$ cat config.mk
export PLATFORM = sky130hd
export DESIGN_NAME = seq_bin_to_bcd
export DESIGN_NICKNAME = d
export VERILOG_FILES = /design/src/rtl/bcd_pkg.sv /design/src/rtl/bcd_add3.sv /design/src/rtl/seq_bin_to_bcd.sv
export SDC_FILE = /design/constraint.sdc
export NUM_CORES = 1
export LEC_CHECK = 0
export BUFFER_PORTS_ARGS = -buffer_cell sky130_fd_sc_hd__buf_2
export CAP_MARGIN = 15
export CELL_PAD_IN_SITES_DETAIL_PLACEMENT = 1
export CELL_PAD_IN_SITES_GLOBAL_PLACEMENT = 1
export CORE_MARGIN = 8
export CORE_UTILIZATION = 30
export CTS_BUF_LIST = sky130_fd_sc_hd__clkbuf_8 sky130_fd_sc_hd__clkbuf_16
export CTS_CLUSTER_SIZE = 16
export DETAILED_ROUTE_END_ITERATION = 8
export PLACE_DENSITY = 0.6
export SYNTH_ARGS = -nofsm -noshare
export SYNTH_HDL_FRONTEND = slang
export SYNTH_HIERARCHICAL = 1
export SYNTH_SLANG_ARGS = --single-unit
$ cat constraint.sdc
create_clock -name clk -period 1.3 [get_ports clk]
set_input_delay 0.39 -clock clk [delete_from_list [all_inputs] [get_ports clk]]
set_output_delay 0.39 -clock clk [all_outputs]
set_load 0.005 [all_outputs]
$ cat src/rtl/bcd_pkg.sv
// -----------------------------------------------------------------------------
// bcd_pkg
//   Shared definitions for the sequential binary-to-BCD converter.
//   Contents:
//     state_t        - converter FSM state encoding
//     BCD_BLANK      - nibble shown in place of a blanked leading-zero digit
//     digits_needed  - decimal digits needed to hold any BIN_W-bit value
// -----------------------------------------------------------------------------
package bcd_pkg;

  typedef enum logic [1:0] {
    ST_IDLE  = 2'd0,
    ST_SHIFT = 2'd1,
    ST_DONE  = 2'd2
  } state_t;

  localparam logic [3:0] BCD_BLANK = 4'hF;

  // ceil(bin_w * log10(2)), using log10(2) ~= 0.30103 in fixed point.
  // The constant is rounded up, so the result is never too small; at worst
  // the scratch register carries one spare (always-zero) digit.
  function automatic int digits_needed(input int bin_w);
    int n;
    n = (bin_w * 30103 + 99999) / 100000;
    if (n < 1) n = 1;
    return n;
  endfunction

endpackage

$ cat src/rtl/bcd_add3.sv
// -----------------------------------------------------------------------------
// bcd_add3
//   Double-dabble digit adjust: a BCD digit of 5 or more gets 3 added so
//   that the following left shift carries correctly into the next digit.
//   Ports:
//     din  - scratch digit before adjust
//     dout - adjusted digit
// -----------------------------------------------------------------------------
module bcd_add3 (
  input  logic [3:0] din,
  output logic [3:0] dout
);

  assign dout = (din >= 4'd5) ? (din + 4'd3) : din;

endmodule

$ cat src/rtl/seq_bin_to_bcd.sv
// -----------------------------------------------------------------------------
// seq_bin_to_bcd
//   Sequential binary-to-BCD converter, one bit per clock (double-dabble).
//   Optional feature macro: BCD_BLANK_EN -- leading-zero digits of the
//   result read as BCD_BLANK (4'hF); digit 0 is never blanked and a
//   saturated (overflow) result is never blanked.
//
//   Parameters:
//     BIN_W  - binary input width (>= 4)
//     DIGITS - number of BCD output digits (>= 1)
//   Ports:
//     clk       - clock, rising edge
//     rst_n     - asynchronous active-low reset
//     start     - conversion request, only honoured in IDLE
//     bin       - unsigned input, captured when start is accepted
//     busy      - high from the accepting edge until the converter is
//                 back in IDLE (covers SHIFT and DONE)
//     done      - one-cycle pulse; bcd/ovf are valid from this cycle on
//     bcd       - packed result, digit 0 (ones) in bits [3:0]
//     ovf       - result did not fit in DIGITS digits (bcd reads all 9s)
//     dbg_state - current FSM state, for observation only
//
//   Handshake: start is a request without acknowledge; it is accepted on a
//   rising edge where the FSM is in IDLE and dropped silently otherwise.
//   Timing: start accepted at edge k, eleven-ish shift edges k+1..k+BIN_W,
//   result registered and done raised at edge k+BIN_W+1, FSM back in IDLE
//   at edge k+BIN_W+2.
// -----------------------------------------------------------------------------
module seq_bin_to_bcd
  import bcd_pkg::*;
#(
  parameter int BIN_W  = 11,
  parameter int DIGITS = 4
) (
  input  logic                clk,
  input  logic                rst_n,
  input  logic                start,
  input  logic [BIN_W-1:0]    bin,
  output logic                busy,
  output logic                done,
  output logic [4*DIGITS-1:0] bcd,
  output logic                ovf,
  output state_t              dbg_state
);

  // Scratch holds every digit the input can produce, and at least DIGITS
  // so the low DIGITS digits can always be sliced out directly.
  localparam int DN  = digits_needed(BIN_W);
  localparam int SCR = (DN > DIGITS) ? DN : DIGITS;
  localparam int SW  = 4 * SCR;
  localparam int CW  = $clog2(BIN_W + 1);

  state_t                state;
  logic [SW-1:0]         scratch;
  logic [SW-1:0]         adj;
  logic [BIN_W-1:0]      shreg;
  logic [CW-1:0]         cnt;
  logic [SW+BIN_W-1:0]   shifted;
  logic [4*DIGITS-1:0]   bcd_load;
  logic                  ovf_load;

  // One add-3 cell per scratch digit.
  for (genvar g = 0; g < SCR; g++) begin : g_add3
    bcd_add3 u_add3 (
      .din  (scratch[4*g +: 4]),
      .dout (adj[4*g +: 4])
    );
  end

  // Adjusted scratch and remaining input bits shift left as one register.
  assign shifted = {adj, shreg} << 1;

  // Any nonzero digit beyond the visible ones means the value does not fit.
  always_comb begin
    ovf_load = 1'b0;
    for (int i = DIGITS; i < SCR; i++) begin
      if (scratch[4*i +: 4] != 4'd0) ovf_load = 1'b1;
    end
  end

  // Value presented at the DONE load: saturated, or numeric (optionally
  // with leading zeros blanked, scanning down from the top digit).
  always_comb begin
`ifdef BCD_BLANK_EN
    logic lead;
    lead = 1'b1;
`endif
    bcd_load = scratch[4*DIGITS-1:0];
    if (ovf_load) begin
      for (int i = 0; i < DIGITS; i++) bcd_load[4*i +: 4] = 4'd9;
    end else begin
`ifdef BCD_BLANK_EN
      for (int i = DIGITS - 1; i >= 1; i--) begin
        if (lead && (scratch[4*i +: 4] == 4'd0)) bcd_load[4*i +: 4] = BCD_BLANK;
        else lead = 1'b0;
      end
`endif
    end
  end

  // DONE spans two cycles: the first loads the result, the second shows
  // done=1 while still busy, so a start during the done pulse is dropped.
  always_ff @(posedge clk or negedge rst_n) begin
    if (!rst_n) begin
      state   <= ST_IDLE;
      busy    <= 1'b0;
      done    <= 1'b0;
      bcd     <= '0;
      ovf     <= 1'b0;
      cnt     <= '0;
      scratch <= '0;
      shreg   <= '0;
    end else begin
      case (state)
        ST_IDLE: begin
          done <= 1'b0;
          if (start) begin
            shreg   <= bin;
            scratch <= '0;
            cnt     <= CW'(BIN_W);
            busy    <= 1'b1;
            state   <= ST_SHIFT;
          end
        end
        ST_SHIFT: begin
          scratch <= shifted[SW+BIN_W-1:BIN_W];
          shreg   <= shifted[BIN_W-1:0];
          cnt     <= cnt - 1'b1;
          if (cnt == CW'(1)) state <= ST_DONE;
        end
        ST_DONE: begin
          if (!done) begin
            bcd  <= bcd_load;
            ovf  <= ovf_load;
            done <= 1'b1;
          end else begin
            done  <= 1'b0;
            busy  <= 1'b0;
            state <= ST_IDLE;
          end
        end
        default: begin
          done  <= 1'b0;
          busy  <= 1'b0;
          state <= ST_IDLE;
        end
      endcase
    end
  end

  assign dbg_state = state;

endmodule

* Yosys cells after proc, flatten, opt, wreduce, memory -nomap -nowiden *
Index checks and enable logic that the tools add are counted.
W data, S select, Z words.

storage, ports and cells
  bits in registers = 51
  input port bits = 14
  output and inout port bits = 21
  logic and storage cells = 49

cells by class
  $add $sub $neg = 5
  $lt $le $gt $ge = 4
  equality and inequality tests = 6
  muxes and demuxes = 19
  bitwise operators = 2
  reduce and logical (&&, ||, !) cells = 6

operators by type and width
  kind                   count
  $pmux W16 S2           1
  $pmux W11 S2           1
  $ge A4 B3 Y1 const B   4
  $mux W16               1
  $mux W4                4
  $add A4 B2 Y4 const B  3
  $mux W11               1
  $pmux W4 S2            1
  $mux W2                3
  $ne A2 B2 Y1 const B   3
  $pmux W2 S3            1
  $reduce_and A3 Y1      2
  $eq A4 B1 Y1 const B   1
  $reduce_and A2 Y1      2
  $sub A4 B1 Y4 const B  1
  $add A3 B2 Y3 const B  1
  $mux W1                3
  $mux W3                1
  $pmux W1 S3            1
  $eq A2 B1 Y1 const B   1
  $eq A2 B2 Y1 const B   1
  $logic_not A2 Y1       1
  $not A1 Y1             2
  $pmux W1 S2            1
  $reduce_bool A2 Y1     1

* Longest topological paths before layout *
  word-level depth = 3
  gate-level depth with buffers = 6
  mapped depth without buffers = 6

* By module *
The synthesis kept the hierarchy.

by module, submodules not included
  module          times used  cells each  area each (um^2)  seq. area each (um^2)
  seq_bin_to_bcd  1           158         2082.0            1276.2
  bcd_add3        4           16          101.3             0.0

* Worst setup path before layout *
OpenSTA, ideal clock, no wires.

  kind = register to register
  start = register state[0] (netlist: dbg_state[0])
  end = register bcd[2]
  library setup time = 125 ps
  data arrival time = 1268 ps
  data required time = 1175 ps
  setup slack = -93 ps
  cell stages (with the launch flop) = 7
  path buffers = 3
  period minus slack after synthesis = 1393 ps
  cells stage by stage = dfrtp_1 buf_4 inv_2 and3_1 buf_6 buf_12 mux2_4

between the ends
  cells in the longest elaborated chain, start to end = 2

ends and longest elaborated chain
  what                         RTL line               source
  start: declaration           seq_bin_to_bcd.sv:53   state_t state;
  start signal: assignment     seq_bin_to_bcd.sv:105  state <= ST_IDLE;
  start signal: assignment     seq_bin_to_bcd.sv:122  state <= ST_SHIFT;
  start signal: assignment     seq_bin_to_bcd.sv:129  if (cnt == CW'(1)) state <= ST_DONE;
  $eq A2 B2 Y1                 seq_bin_to_bcd.sv:114  case (state)
  $reduce_and A2 Y1 (no line)  n/a
  end signal: assignment       seq_bin_to_bcd.sv:133  bcd <= bcd_load;
  end: declaration             seq_bin_to_bcd.sv:41   output logic [4*DIGITS-1:0] bcd,

No other way between the ends.
A chain may end at the register's enable or synchronous reset.

* Worst setup path after layout *
  start = register state[1] (netlist: dbg_state[1])
  end = output dbg_state[1]

RTL lines
  what              RTL line              source
  end: declaration  seq_bin_to_bcd.sv:43  output state_t dbg_state

No word-level cell between the ends.

==> run metrics <==
most used cell, CP=buf_6; final HPWL from detailed placement=3.90 mm; Clock Latency Late Sink=0.30 ns; Placer Congestion=0.734; DRC=0; antenna viol nets, final=0; Setup Skew=0.00615 ns; CTS Root Buffer Type=clkbuf_8; CTS Buf Count=5; Post-Syn Nets=242; setup ws final=-0.0747 ns; Min-Delay Path Class=in2async; Die Y=107 um; dpl ws=-0.0420 ns; final hold violations=0; Setup crit start kind=register; hold-fix buffers at CTS=0; period utilisation layout=106%; antenna cells=0; CP peak stage delay=0.44 ns; die area=11400 um^2; CP Capture Type=output pin; Syn Inst Count=218; Initial Utilization=30.5%; first-pass detailed-route iteration total=4; post-synthesis cell area=2470 um^2; slowest stage cell, crit path=dfrtp_1; Wirelength per Cell=15.0 um; failing checks=setup timing; CP cell instances=buf_6, buf_6; Fmax=0.727 GHz; Area Growth Syn to Fin=34.2%; kind of critical path=reg2out; number of nets in the layout=308; vias=1843; post-layout min period=1.37 ns; leakage power=1.62 nW; grt ovf=0; first-pass GRT wire length=9.49 mm; # H-tree levels=2; crit path max fanout=4; YS warnings=6; Final Non-Filler Cells=390; setup violators final=9; largest net degree at the start of global routing=52; max_cap viols=0; gr usage total=10.3%; core footprint=8090 um^2; initial antenna violation count=0; clock sink count=51; number of global-route vias before repair=1952; Clock Path Buffers=2; Port-buffer cells=33; Avg Cell Area, Syn=11.3 um^2; CTS clk-pin slew, worst paths=0.09 ns; share of layout cells above drive strength 1=43.2%; final slew viol count=0; detail-routed via count per cell=4.73; CTS tree=done; RSZ-0062 raised after global routing=true; # IOs=35; num rows=33; Arr. time, crit path=0.98 ns; family with the most delay on the worst path=flip-flops; pwr dens=2330 nW/um^2; final WL=5.84 mm; VDD IR max=0.000890 V; CP Buf/Inv Count=2; Placed Cells=376; status=finished with violations; setup TNS=-0.300 ns; Req. time, crit path=0.91 ns; die width=107 um; Starting DRT DRC Count=84
registers in the layout (all words and copies together), names as in the netlist:
register	count
bcd	16
bcd_load	16
busy	1
cnt	4
dbg_state	2
done	1
shreg	11
layout by cell type, fill, tap and decap left out, drive strengths merged:
cell and count:
a21o 1, a21oi 7, a22o 17, a22oi 11
a31o 1, a31oi 1, a32o 1, and2b 1
and3 1, buf 71, clkbuf 6, clkinv 1
conb 1, dfrtp 51, ha 10, inv 16
mux2 16, mux2i 6, nand2 26, nand2b 8
nor2 6, nor2b 3, nor3 1, o21ai 16
o21bai 1, o22ai 1, xnor2 4
layout make-up:
class,instances,area (um^2)
clock buffer,5,68.8
clock inverter,3,12.5
fill,914,4780
inverter,14,52.6
multi-input combinational,140,1230
sequential,51,1280
tap,105,131
timing repair buffer,72,543
layer usage:
metal,up-vias,GRT usage [%],wire [um]
li1,888,-,-
met1,914,14.2,2900
met2,37,15.3,2580
met3,4,3.06,318
met4,0,3.02,44
met5,-,0,0
path summary, 6_finish.rpt:
| check | startpoint | endpoint | slack (ns) | cells past startpoint |
|---|---|---|---|---|
| max | dbg_state[1] | dbg_state[1] | -0.07 | 2 |
| min | rst_n | bcd[6] | 0.06 | 2 |
| max reg2reg | bcd_load[8] | bcd_load[10] | -0.04 | 5 |
| min reg2reg | shreg[1] | shreg[1] | 0.49 | 2 |
| max in group asynchronous | rst_n | cnt[0] | 0.99 | 2 |
| min in group clk | bin[0] | shreg[0] | 0.35 | 2 |
power breakdown:
part	internal (mW)	total (mW)	switching [mW]
clock	0.364	0.886	0.522
combinational	2.34	4.09	1.75
sequential	2.21	2.76	0.542
per-stage QoR:
stage	area [um^2]	hold slack (ns)	power [mW]	util, %
6_report	3310	0.0579	7.73	40.9
5_1_grt	3310	0.0721	8.41	40.9
4_1_cts	3220	0.0799	7.66	39.7
3_5_place_dp	3020	0.415	6.43	37.3
3_3_place_gp	3020	0.409	6.32	37.3
2_1_floorplan	2520	0.0944	5.05	-
repair_timing:
| action | CTS | global route |
|---|---|---|
| setup buffers | 5 | 0 |
| endpoints found under the setup margin | 44 | 48 |
| pin swaps | 2 | 4 |
| resized for setup | 18 | 20 |
| cloned | 0 | 1 |
Power figures use the tool's default switching activity.
